--- src/rtl/param_register_file.sv ---
// -----------------------------------------------------------------------------
// param_register_file
//   Parametrised register file for the CPU datapath. Two combinational read
//   ports, one synchronous write port, synchronous active-high reset, optional
//   hardwired-zero register 0, and a per-register busy scoreboard used by the
//   hazard/stall logic to track writes still in flight.
//
//   Compile-time option:
//     REGFILE_BYPASS_EN  when defined, a same-cycle write to RS/RT is forwarded
//                        to ReadRS/ReadRT, and the busy clear is forwarded too.
//                        When undefined, reads show the pre-edge array value.
//
// Parameters
//   DATA_W    register / data width
//   ADDR_W    address width
//   NUM_REGS  implemented registers (1..2**ADDR_W); higher addresses read 0
//   ZERO_REG  1: register 0 reads 0, ignores writes, never busy
//
// Ports
//   Clock, Reset             clock, synchronous active-high reset
//   RS, RT                   read addresses
//   ReadRS, ReadRT           read data (combinational)
//   BusyRS, BusyRT           busy bits of RS/RT (combinational)
//   RD, WriteData, Regwrite  write port; a write also clears busy[RD]
//   Reserve, ReserveAddr     mark ReserveAddr busy
//   PendingCount             registered number of busy registers
// -----------------------------------------------------------------------------

// Per-register storage cell: data word plus busy flag.
//   wr_en   write data and clear busy
//   rsv_en  set busy (takes priority over the clear from wr_en)
module param_register_file_cell #(
    parameter int DATA_W = 24
) (
    input  logic              clk,
    input  logic              rst,
    input  logic              wr_en,
    input  logic              rsv_en,
    input  logic [DATA_W-1:0] wdata,
    output logic [DATA_W-1:0] data,
    output logic              busy
);
    always_ff @(posedge clk) begin
        if (rst) begin
            data <= '0;
            busy <= 1'b0;
        end else begin
            if (wr_en)
                data <= wdata;
            if (rsv_en)
                busy <= 1'b1;
            else if (wr_en)
                busy <= 1'b0;
        end
    end
endmodule

module param_register_file #(
    parameter int DATA_W   = 24,
    parameter int ADDR_W   = 4,
    parameter int NUM_REGS = 16,
    parameter int ZERO_REG = 1
) (
    input  logic              Clock,
    input  logic              Reset,
    input  logic [ADDR_W-1:0] RS,
    input  logic [ADDR_W-1:0] RT,
    input  logic [ADDR_W-1:0] RD,
    input  logic [DATA_W-1:0] WriteData,
    input  logic              Regwrite,
    input  logic              Reserve,
    input  logic [ADDR_W-1:0] ReserveAddr,
    output logic [DATA_W-1:0] ReadRS,
    output logic [DATA_W-1:0] ReadRT,
    output logic              BusyRS,
    output logic              BusyRT,
    output logic [ADDR_W:0]   PendingCount
);

    // An address is writable if it is implemented and not the hardwired zero.
    function automatic logic writable(input logic [ADDR_W-1:0] a);
        return (32'(a) < 32'(NUM_REGS)) && !((ZERO_REG != 0) && (a == '0));
    endfunction

    logic [NUM_REGS-1:0][DATA_W-1:0] regs;
    logic [NUM_REGS-1:0]             busy;
    logic [NUM_REGS-1:0]             wr_hit;
    logic [NUM_REGS-1:0]             rsv_hit;

    // Register 0 in zero-reg mode gets constant-0 enables, so its cell holds
    // the reset value forever and never turns busy.
    for (genvar r = 0; r < NUM_REGS; r++) begin : g_reg
        localparam bit WR_OK = !((ZERO_REG != 0) && (r == 0));
        assign wr_hit[r]  = WR_OK && Regwrite && (RD == ADDR_W'(r));
        assign rsv_hit[r] = WR_OK && Reserve && (ReserveAddr == ADDR_W'(r));

        param_register_file_cell #(.DATA_W(DATA_W)) u_cell (
            .clk    (Clock),
            .rst    (Reset),
            .wr_en  (wr_hit[r]),
            .rsv_en (rsv_hit[r]),
            .wdata  (WriteData),
            .data   (regs[r]),
            .busy   (busy[r])
        );
    end

    // Read muxes; unimplemented addresses match no cell and fall through to 0.
    logic [DATA_W-1:0] arr_rs, arr_rt;
    logic              arr_brs, arr_brt;
    logic              busy_rsv, busy_rd;

    always_comb begin
        arr_rs   = '0;
        arr_rt   = '0;
        arr_brs  = 1'b0;
        arr_brt  = 1'b0;
        busy_rsv = 1'b0;
        busy_rd  = 1'b0;
        for (int r = 0; r < NUM_REGS; r++) begin
            if (RS == ADDR_W'(r)) begin
                arr_rs  = regs[r];
                arr_brs = busy[r];
            end
            if (RT == ADDR_W'(r)) begin
                arr_rt  = regs[r];
                arr_brt = busy[r];
            end
            if (ReserveAddr == ADDR_W'(r))
                busy_rsv = busy[r];
            if (RD == ADDR_W'(r))
                busy_rd = busy[r];
        end
    end

`ifdef REGFILE_BYPASS_EN
    logic byp_rs, byp_rt;
    assign byp_rs = Regwrite && !Reset && (RD == RS) && writable(RS);
    assign byp_rt = Regwrite && !Reset && (RD == RT) && writable(RT);

    // The forwarded busy bit is the post-edge value: cleared by the write
    // unless a reservation of the same register lands on the same edge.
    assign ReadRS = byp_rs ? WriteData : arr_rs;
    assign ReadRT = byp_rt ? WriteData : arr_rt;
    assign BusyRS = byp_rs ? (Reserve && (ReserveAddr == RS)) : arr_brs;
    assign BusyRT = byp_rt ? (Reserve && (ReserveAddr == RT)) : arr_brt;
`else
    assign ReadRS = arr_rs;
    assign ReadRT = arr_rt;
    assign BusyRS = arr_brs;
    assign BusyRT = arr_brt;
`endif

    // At most one register can rise (Reserve) and one can fall (Regwrite) per
    // edge, so the count moves by -1, 0 or +1. A reservation landing on RD in
    // the same edge suppresses the fall.
    logic set_evt, clr_evt;
    assign set_evt = Reserve && writable(ReserveAddr) && !busy_rsv;
    assign clr_evt = Regwrite && writable(RD) && busy_rd &&
                     !(Reserve && (ReserveAddr == RD));

    always_ff @(posedge Clock) begin
        if (Reset)
            PendingCount <= '0;
        else if (set_evt && !clr_evt)
            PendingCount <= PendingCount + 1'b1;
        else if (clr_evt && !set_evt)
            PendingCount <= PendingCount - 1'b1;
    end

endmodule

--- config.mk ---
export PLATFORM = sky130hd
export DESIGN_NAME = param_register_file
export DESIGN_NICKNAME = d
export VERILOG_FILES = /design/src/rtl/param_register_file.sv
export SDC_FILE = /design/constraint.sdc
export NUM_CORES = 1
export LEC_CHECK = 0
export BUFFER_PORTS_ARGS = -buffer_cell sky130_fd_sc_hd__buf_4
export CELL_PAD_IN_SITES_DETAIL_PLACEMENT = 1
export CELL_PAD_IN_SITES_GLOBAL_PLACEMENT = 2
export CORE_MARGIN = 3
export CORE_UTILIZATION = 37
export CTS_CLUSTER_DIAMETER = 150
export DETAILED_ROUTE_END_ITERATION = 8
export PLACE_DENSITY = 0.93
export SLEW_MARGIN = 20
export SYNTH_ARGS = -nofsm -noshare
export SYNTH_HDL_FRONTEND = slang
export SYNTH_SLANG_ARGS = --single-unit
--- constraint.sdc ---
create_clock -name Clock -period 5.4 [get_ports Clock]
set_input_delay 1.08 -clock Clock [delete_from_list [all_inputs] [get_ports Clock]]
set_output_delay 1.08 -clock Clock [all_outputs]
set_load 0.05 [all_outputs]
-- Yosys cells after proc, flatten, opt, wreduce, memory -nomap -nowiden
Index checks and enable logic that the tools add are counted.
- flip-flop bits (word level): 380
- input bits: 44
- output and inout port bits: 55
- word-level logic and storage cells: 278
- add/subtract/negate cells: 2
- equal/unequal tests: 61
- multiplexer cells: 122
- reduce and logical (&&, ||, !) cells: 62
- operators with widths (cell ; number):
    2-to-1 mux 24 bit ; 30
    == test 4 bit, second input constant ; 32
    2-to-1 mux 1 bit ; 90
    == test 4 x 3 -> 1 bit, second input constant ; 16
    logical AND 1 bit ; 38
    == test 4 x 2 -> 1 bit, second input constant ; 8
    nonzero test 2 bit ; 16
    == test 4 x 1 -> 1 bit, second input constant ; 4
    2-to-1 mux 5 bit ; 2
    logical NOT 4 bit ; 2
    logical NOT 1 bit ; 6
    adder 5 x 1 -> 5 bit, second input constant ; 1
    subtractor 5 x 1 -> 5 bit, second input constant ; 1
    == test 4 bit ; 1

-- Depth between registers and ports, before layout
Gate-level depths: netlist (run 1).
- word-level depth: 22
- mapped depth: 14

-- Cells and area by module
A second synthesis (run 1) with hierarchy kept.
- cell total of the unflattened synthesis: 2774
- area, all modules: 24282.0 sq um
- modules (own cells, without submodules) (module ; times used ; cells an instance ; area each (sq um) ; sequential area each (sq um)):
    param_register_file_cell ; 16 ; 82 ; 910.9 ; 500.5
    param_register_file ; 1 ; 1462 ; 9708.1 ; 100.1

-- Worst setup path before layout (run 1)
No wires, ideal clock.
- path kind: in2out
- start: in RS[1]
- end: out ReadRS[8]
- arrival time: 3.663 ns
- required time: 4.320 ns
- slack: 0.657 ns
- stages: 6
- buffers on the path: 3
- cell sequence: buf_2 buf_6 buf_2 mux4_2 nor2_1 o311ai_0
- longest elaborated chain between the ends: 16
- elaborated cells on any way between the ends: 30
- RTL lines (what ; RTL line ; RTL):
    from (decl) ; 66 ; input logic [ADDR_W-1:0] RS,
    == test 4 x 1 -> 1 bit ; 121 ; if (RS == ADDR_W'(r)) begin
    2-to-1 mux 24 bit (14 in a row) ; 121 ;
    2-to-1 mux 24 bit * ; 121 ;
    to (decl) ; 73 ; output logic [DATA_W-1:0] ReadRS,
Every way passes the cells marked *; elsewhere a longest branch is shown, timed or not.

-- Worst setup path in the final report (run 1)
- start: in RT[0]
- end: out ReadRT[4]
- longest elaborated chain between the ends: 16
- elaborated cells on any way between the ends: 30
- RTL lines (what ; RTL line ; RTL):
    from (decl) ; 67 ; input logic [ADDR_W-1:0] RT,
    == test 4 x 1 -> 1 bit ; 125 ; if (RT == ADDR_W'(r)) begin
    2-to-1 mux 24 bit (14 in a row) ; 125 ;
    2-to-1 mux 24 bit * ; 125 ;
    to (decl) ; 74 ; output logic [DATA_W-1:0] ReadRT,
Marks and branches as above.

==> out/metrics.sh, run 1 <==
POSTCTSSETUPBUFFERS=0
CRIT_PATH_TOP_DELAY_CELL='o21ai_0'
DPL_WORST_SLACK_NS=0.785
NETLIST_AREA_UM2=21500
CTS_BUFFERS=46
PIN_COUNT=99
WORSTPATHREQUIRED_NS=4.32
YOSYS_TOP_CELL_AREA_SHARE=0.353
GRT_PASS1_VIAS=24000
DETAIL_ROUTE.FIRST_PASS.ITERATIONS=8
MIN_PERIOD_NS=4.79
FIN_UTIL=0.423
DRC=0
FINAL.SETUP_SKEW_NS=0.00147
NFILLCELLS=7027
CLOCK_LATENCY_REPORTED_FOR_THE_LATE_SIDE_OF_THE_WORST_SKEW_PAIR_NS=0.59
CTS.HOLD.BUFFERS_ADDED=0
DETAILED_PLACE.AREA_UM2=22600
CP_DATA_ARRIVAL_TIME_NS=3.71
FINAL_CELLS=3615
FF_LATCH_AREA_UM2=7610
MAX_CAP_VIOL_COUNT=0
ANTENNA_FOUND_INITIAL=6
IR_DROP_mV=0.224
VIAS_PER_CELL=6.56
DETAILEDROUTE.FIRSTITERATIONVIOLATIONS=2742
STD_CELL_ROWS=87
CTSHTREEMAXLEVEL=2
WORST_CASE_CLOCK_BUFFER_DEPTH=3
DIEAREA_UM2=61100
PORTBUFFERS=98
SYNTHESIS.NETS=2928
SYNTH.AVG_CELL_AREA_UM2=7.48
VIAS=23700
CRITICAL_PATH.TOP_DELAY_FAMILY='buffers and inverters'
CLK_PIN_SLEW_NS=0.06
PATH_MAX_FANOUT=34
DIEHEIGHT_UM=247
OVERFLOW=0
DP_HPWL_UM=70200
GRT_PASS1_WL_UM=156000
CRITICAL-PATH-MAX-STAGE-DELAY_NS=0.47
TOTAL_POWER_DIVIDED_BY_CELL_AREA_nW_PER_UM2=297
YOSYSWARNINGS=0
P_LEAK_nW=8.15
WORSTMARGINPINSLEW_NS=1.12
FINAL_SLEW_VIOL_COUNT=0
FINALSETUPVIOLCOUNT=0
ROUTEDWLPERCELL_UM=29.4
STATUS='complete, no violations'
FINISH.NET_COUNT=2872
SYNTH.LIB_CELLS_USED.DISTINCT=80
SYNTH_SEQUENTIAL_AREA_RATIO=0.353
FINAL_CELL_AREA_UM2=24100
FINAL_HOLD_VIOL_COUNT=0
CRITICAL_PATH.CELL_CHAIN='buf_4 -> buf_12 -> buf_4 -> mux2_2 -> o21ai_0 -> o32a_1 -> o21ai_1 -> buf_4'
POSTSYNTH.ASYNCRESETSHARE=0
MULTI_INPUT_AREA_UM2=12600
CRITICAL_PATH.ENDPOINT_TYPE='output port'
PLACED_CELLS=3530
SETUP_TOTAL_NEGATIVE_SLACK_NS=0
UNREPAIRED_SETUP_ENDPOINTS_AFTER_GLOBAL_ROUTING='false'
WORST-PATH-BUF-INV=4
CPMOSTUSEDCELL='buf_4'
INITIAL_CELL_DENSITY_OF_THE_CORE=0.378
TOP_AREA_CELLS_IN_THE_SYNTHESIZED_NETLIST='dfxtp_1, nand2_1, a21oi_1, mux2i_1, o21ai_0'
CLKSINKCOUNT=380
POST_SYNTHESIS_SEQUENTIAL_ELEMENT_COUNT=380
FRACTION_OF_FINAL_LAYOUT_CELLS_SIZED_BEYOND_DRIVE_STRENGTH_1=0.132
DRTANTENNAVIOLNETS=0
PERIOD_SHARE=0.887
CTS_RESIZED=0
GPL.FINAL_WEIGHTED_CONGESTION=0.977
SYNTH_TOP_AREA_CELL='dfxtp_1'
SYNTH_CELLS=2878
CLOCK-ROOT-BUFFER='clkbuf_16'
DIEWIDTH_UM=247
CORE_UM2=57000
TOTALWIRELENGTH_UM=106000
CTS_TREE='built'
SYNTH_TOP_FLOP_CELL='dfxtp_1'
FINAL_CELL_MIX='nand2_1, a21oi_1, dfxtp_1'
WORST_SETUP_PATH_START_KIND='primary input'
HOLD_CLASS='reg2reg'
NUMBER_OF_SYNTHESIZED_FLOPS_WITH_AN_ENABLE_PIN=0
PATH_CLASS='in2out'
FINAL_COMMON_CELL='nand2_1'
MAX_SLEW_MARGIN=0.250
FMAX_MHz=209
AREAGROWTHSYNTHTOFINISH_PCT=12.0
MAXIMUM_NUMBER_OF_PINS_ON_ONE_NET_BEFORE_GLOBAL_ROUTE_REPAIR=159
GLOBALROUTETOTALUTIL=0.339
FINALWORSTSETUPSLACK_NS=0.612
## worst reg2reg max path, delay by kind of cell (launching register included)
family                   cells  cell delay (ns)
AO/OA/AOI/OAI                3             0.48
multiplexers                 3             1.32
flip-flops                   1             0.43
adder cells (fa/ha/maj)      2             0.59
AND/OR/NAND/NOR              2             0.45
buffers and inverters        1             0.13
## power breakdown
part | leakage, nW | switching (mW) | total [mW] | internal [mW]
Combinational | 4.32 | 0.767 | 1.07 | 0.299
Sequential | 3.07 | 0.0509 | 2.90 | 2.85
Clock | 0.758 | 1.33 | 3.20 | 1.87
## state kept, by name (all words and copies together) (netlist names)
signal,cells
PendingCount,5
g.u_cell.data,360
g.u_cell.busy,15
## per-layer routing
layer / wire length (um) / GRT usage / up-vias
met5: 53 / 0 / -
li1: - / - / 10100
met4: 7290 / 0.209 / 8
met3: 9940 / 0.0695 / 406
met2: 48300 / 0.546 / 1409
met1: 40600 / 0.415 / 11800
## cells in the mapped netlist, types with 31 or more instances
| cell type | number |
|---|---|
| o22ai_1 | 39 |
| a21oi_1 | 492 |
| mux2i_1 | 82 |
| a22oi_1 | 70 |
| o21ai_0 | 124 |
| buf_2 | 93 |
| dfxtp_1 | 380 |
| clkbuf_1 | 136 |
| nand2_1 | 825 |
| a222oi_1 | 31 |
| mux2_2 | 55 |
| buf_4 | 33 |
| nor2_1 | 108 |
## cell families after synthesis
kind of cell	Yosys count	share of synthesized area
xor+xnor	7	0.00285
flops	380	0.353
buf+inv	294	0.0680
fa+ha+maj	6	0.00383
simple gates	1068	0.203
compound gates	960	0.275
mux	163	0.0941
## path summary, 6_finish.rpt
path                            slack (ns)  cells past startpoint                                      to                              startpoint
worst min register to register        0.46                      2  g_reg[10].u_cell.data[13]$_SDFFE_PP0P_  g_reg[10].u_cell.data[13]$_SDFFE_PP0P_
worst max register to register        1.93                     11            PendingCount[4]$_SDFFE_PP0P_      g_reg[10].u_cell.busy$_SDFFE_PP0P_
worst max-delay path                  0.61                      8                               ReadRT[4]                                   RT[0]
worst min-delay path                  0.46                      2  g_reg[10].u_cell.data[13]$_SDFFE_PP0P_  g_reg[10].u_cell.data[13]$_SDFFE_PP0P_
## final cells by class
class / instances / area share
sequential: 380 / 0.315
inverter: 14 / 0.00218
clock buffer: 62 / 0.0535
antenna: 3 / 0.000311
tap: 756 / 0.0392
clock inverter: 20 / 0.00924
timing repair buffer: 176 / 0.0584
multi-input combinational: 2204 / 0.522
## metrics by stage
stage | power, mW | hold slack (ns)
after CTS | 7.17 | 0.463
after detailed placement | 3.99 | 0.454
final | 7.17 | 0.463
after floorplan | 3.61 | 0.436
after global routing | 7.36 | 0.497
after global placement | 3.97 | 0.443
(Power assumes the default switching activity.)
==> inputs of run 2 (changes only) <==
--- a/config.mk
+++ b/config.mk
@@ -9,11 +9,12 @@
 export CELL_PAD_IN_SITES_DETAIL_PLACEMENT = 1
 export CELL_PAD_IN_SITES_GLOBAL_PLACEMENT = 2
 export CORE_MARGIN = 3
-export CORE_UTILIZATION = 37
+export CORE_UTILIZATION = 40
 export CTS_CLUSTER_DIAMETER = 150
 export DETAILED_ROUTE_END_ITERATION = 8
-export PLACE_DENSITY = 0.93
+export PLACE_DENSITY = 0.94
 export SLEW_MARGIN = 20
 export SYNTH_ARGS = -nofsm -noshare
 export SYNTH_HDL_FRONTEND = slang
+export SYNTH_HIERARCHICAL = 1
 export SYNTH_SLANG_ARGS = --single-unit
==> run 2 against run 1 <==
Worst setup slack lost 0.20 ns. Sequential power grew 6.9%. Worst hold slack gained 0.053 ns. Critical path type unchanged. Largest cell class unchanged. Largest power group unchanged. Global-route usage shrank 3.5 points.
==> out/metrics.sh, run 2 <==
MAX_CAP_VIOL_COUNT=0
CRITICAL_PATH.TOP_DELAY_FAMILY='compound AO/OA/AOI/OAI gates'
P_SW_FRAC=0.299
SYNTH_TOP_FLOP_CELL='dfxtp_1'
POST_SYNTHESIS_SEQUENTIAL_ELEMENT_COUNT=405
WORST_CASE_CLOCK_BUFFER_DEPTH=3
DP_HPWL_UM=65800
CTS_BUFFERS=47
INITIAL_CELL_DENSITY_OF_THE_CORE=0.408
PSW_mW=2.27
FINAL_COMMON_CELL='nor2_1'
UNREPAIRED_SETUP_ENDPOINTS_AFTER_GLOBAL_ROUTING='false'
TOTALWIRELENGTH_UM=99900
WORSTPATHREQUIRED_NS=4.32
WORSTMARGINPINSLEW_NS=1.21
MIN_PERIOD_NS=4.98
SETUP_TOTAL_NEGATIVE_SLACK_NS=0
CTS_TREE='built'
FINAL_HOLD_VIOL_COUNT=0
SYNTH_TOP_AREA_CELL='dfxtp_1'
WORST-PATH-BUF-INV=2
SYNTH.LIB_CELLS_USED.DISTINCT=82
DIEAREA_UM2=63700
FMAX_MHz=201
CLOCK-ROOT-BUFFER='clkbuf_16'
SYNTH_SEQUENTIAL_AREA_RATIO=0.334
CTS.HOLD.BUFFERS_ADDED=0
DETAIL_ROUTE.FIRST_PASS.ITERATIONS=6
CRITICAL-PATH-MAX-STAGE-DELAY_NS=0.67
SYNTH_CELLS=2774
CRIT_PATH_TOP_DELAY_CELL='or3b_1'
DIEHEIGHT_UM=252
DETAILEDROUTE.FIRSTITERATIONVIOLATIONS=2270
PIN_COUNT=99
WORST_SETUP_PATH_START_KIND='primary input'
REG.LARGEST.LIST='g.u_cell/data (384), g.u_cell/busy (16), PendingCount (5)'
CORE_UM2=59600
NETLIST_AREA_UM2=24300
SHARE_SEQ_OF_TOTAL_POWER=0.407
DRTANTENNAVIOLNETS=0
P_LEAK_nW=9.45
PATH_MAX_FANOUT=51
POSTCTSSETUPBUFFERS=0
CTS_RESIZED=0
TOP_AREA_CELLS_IN_THE_SYNTHESIZED_NETLIST='dfxtp_1, mux2i_1, nor2_1, a21oi_1, o21ai_0'
MAX_SLEW_MARGIN=0.194
NFILLCELLS=6944
HOLD_CLASS='reg2reg'
FINAL_CELLS=3576
POWER.SHARE.CLOCK=0.427
VIAS=23000
AREAGROWTHSYNTHTOFINISH_PCT=9.46
FRACTION_OF_FINAL_LAYOUT_CELLS_SIZED_BEYOND_DRIVE_STRENGTH_1=0.144
PLACED_CELLS=3486
CRITICAL_PATH.ENDPOINT_TYPE='output port'
GPL.FINAL_WEIGHTED_CONGESTION=0.912
CELL_INTERNAL_PWR_mW=5.33
GRT_PASS1_VIAS=23400
ROUTEDWLPERCELL_UM=27.9
FINAL.SETUP_SKEW_NS=0.00596
STD_CELL_ROWS=89
PERIOD_SHARE=0.923
FINAL_SLEW_VIOL_COUNT=0
YOSYSMOSTFREQUENTCELL='nor2_1'
POSTSYNTH.ASYNCRESETSHARE=0
ANTENNA_FOUND_INITIAL=6
YOSYS_TOP_CELL_AREA_SHARE=0.334
VIAS_PER_CELL=6.43
TOTAL_POWER_DIVIDED_BY_CELL_AREA_nW_PER_UM2=286
STATUS='complete, no violations'
COMBPWRFRAC=0.166
MULTI_INPUT_AREA_UM2=14300
SYNTH_COMMONEST_CELLS='nor2_1, mux2i_1, dfxtp_1, a21oi_1, o21ai_0'
OVERFLOW=0
GRT_PASS1_WL_UM=149000
FINAL_CELL_MIX='nor2_1, mux2i_1, dfxtp_1'
CRITICAL_PATH.CELL_CHAIN='buf_4 -> or3b_1 -> a21oi_1 -> a311oi_1 -> o21ai_1 -> a21oi_1 -> buf_4'
DIEWIDTH_UM=252
CLK_PIN_SLEW_NS=0.06
PATH_CLASS='in2out'
NUMBER_OF_SYNTHESIZED_FLOPS_WITH_AN_ENABLE_PIN=0
CLKSINKCOUNT=405
PORTBUFFERS=98
LARGEST_REGISTER_FFS=384
CTSHTREEMAXLEVEL=2
SYNTH.AVG_CELL_AREA_UM2=8.75
IR_DROP_mV=0.206
DRC=0
YOSYSWARNINGS=6
MAXIMUM_NUMBER_OF_PINS_ON_ONE_NET_BEFORE_GLOBAL_ROUTE_REPAIR=137
FF_LATCH_AREA_UM2=8110
CP_DATA_ARRIVAL_TIME_NS=3.90
FINALSETUPVIOLCOUNT=0
CLOCK_LATENCY_REPORTED_FOR_THE_LATE_SIDE_OF_THE_WORST_SKEW_PAIR_NS=0.59
GLOBALROUTETOTALUTIL=0.304
TOP_REGISTER='g.u_cell/data'
FINISH.NET_COUNT=2812
run 2: cell count changes after synthesis, moves of 37 or more:
cell / delta
clkbuf_1: -80
nand2_1: -712
nand2b_1: +38
a21oi_1: -314
nor2_1: +429
a22oi_1: -37
mux2i_1: +388
run 2: power groups by stage:
stage	clock network, mW	logic [mW]	registers [mW]
floorplan	0	0.777	3.17
global placement	0	1.19	3.16
detailed placement	0	1.22	3.16
CTS	3.28	1.23	3.10
global route	3.41	1.32	3.10
finish	3.25	1.26	3.10
run 2: metrics by stage:
step | hold slack, ns | setup WS [ns] | cell area (um2) | total power, mW | utilization
2_1_floorplan | 0.469 | 1.02 | 24300 | 3.95 | -
3_3_place_gp | 0.488 | 0.610 | 25000 | 4.34 | 0.420
3_5_place_dp | 0.501 | 0.584 | 25000 | 4.38 | 0.420
4_1_cts | 0.515 | 0.579 | 26600 | 7.60 | 0.446
5_1_grt | 0.544 | 0.448 | 26600 | 7.83 | 0.446
6_report | 0.517 | 0.415 | 26600 | 7.60 | 0.446
run 2: area by class of cell:
cell class                      count  area share
Inverter                           35     0.00494
Clock buffer                       74      0.0537
Tap cell                          773      0.0364
Timing Repair Buffer              193      0.0580
Clock inverter                      9     0.00372
Multi-Input combinational cell   2080       0.537
Sequential cell                   405       0.305
Antenna cell                        7    0.000659
run 2: worst reg2reg max path, stage by stage (launching register included):
cell and delay [ns]:
dfxtp_1 0.38, mux4_2 0.49, mux2i_1 0.17, a311oi_1 0.06, o21ai_0 0.22, ha_1 0.28
inv_1 0.12, ha_1 0.30, nor2b_1 0.13, o21a_1 0.17, or3_1 0.32, a21oi_1 0.17
mux2_2 0.34
run 2: layer usage:
layer	up-vias	wire (um)	track usage
met5	-	0	0
met4	0	4570	0.138
met3	280	8900	0.0602
met2	1176	45000	0.481
met1	11600	41400	0.402
li1	9909	-	-
run 2: path summary, 6_finish.rpt:
path | start | to | slack, ns | cells past startpoint
min | g_reg[10].u_cell/data[23]$_SDFFE_PP0P_ | g_reg[10].u_cell/data[23]$_SDFFE_PP0P_ | 0.52 | 2
min reg2reg | g_reg[10].u_cell/data[23]$_SDFFE_PP0P_ | g_reg[10].u_cell/data[23]$_SDFFE_PP0P_ | 0.52 | 2
max | RS[2] | ReadRS[8] | 0.42 | 7
max reg2reg | g_reg[7].u_cell/busy$_SDFFE_PP0P_ | PendingCount[4]$_SDFFE_PP0P_ | 2.12 | 12
run 2: cell families (layout without fill, tap and decap cells):
family          Yosys count  after routing  share of synthesized area
compound gates          649            649                      0.170
xor+xnor                  7              7                    0.00252
flops                   405            405                      0.334
other cells               1              9                   0.000154
fa+ha+maj                 6              6                    0.00340
mux                     562            562                      0.252
simple gates            854            854                      0.156
buf+inv                 290            311                     0.0823
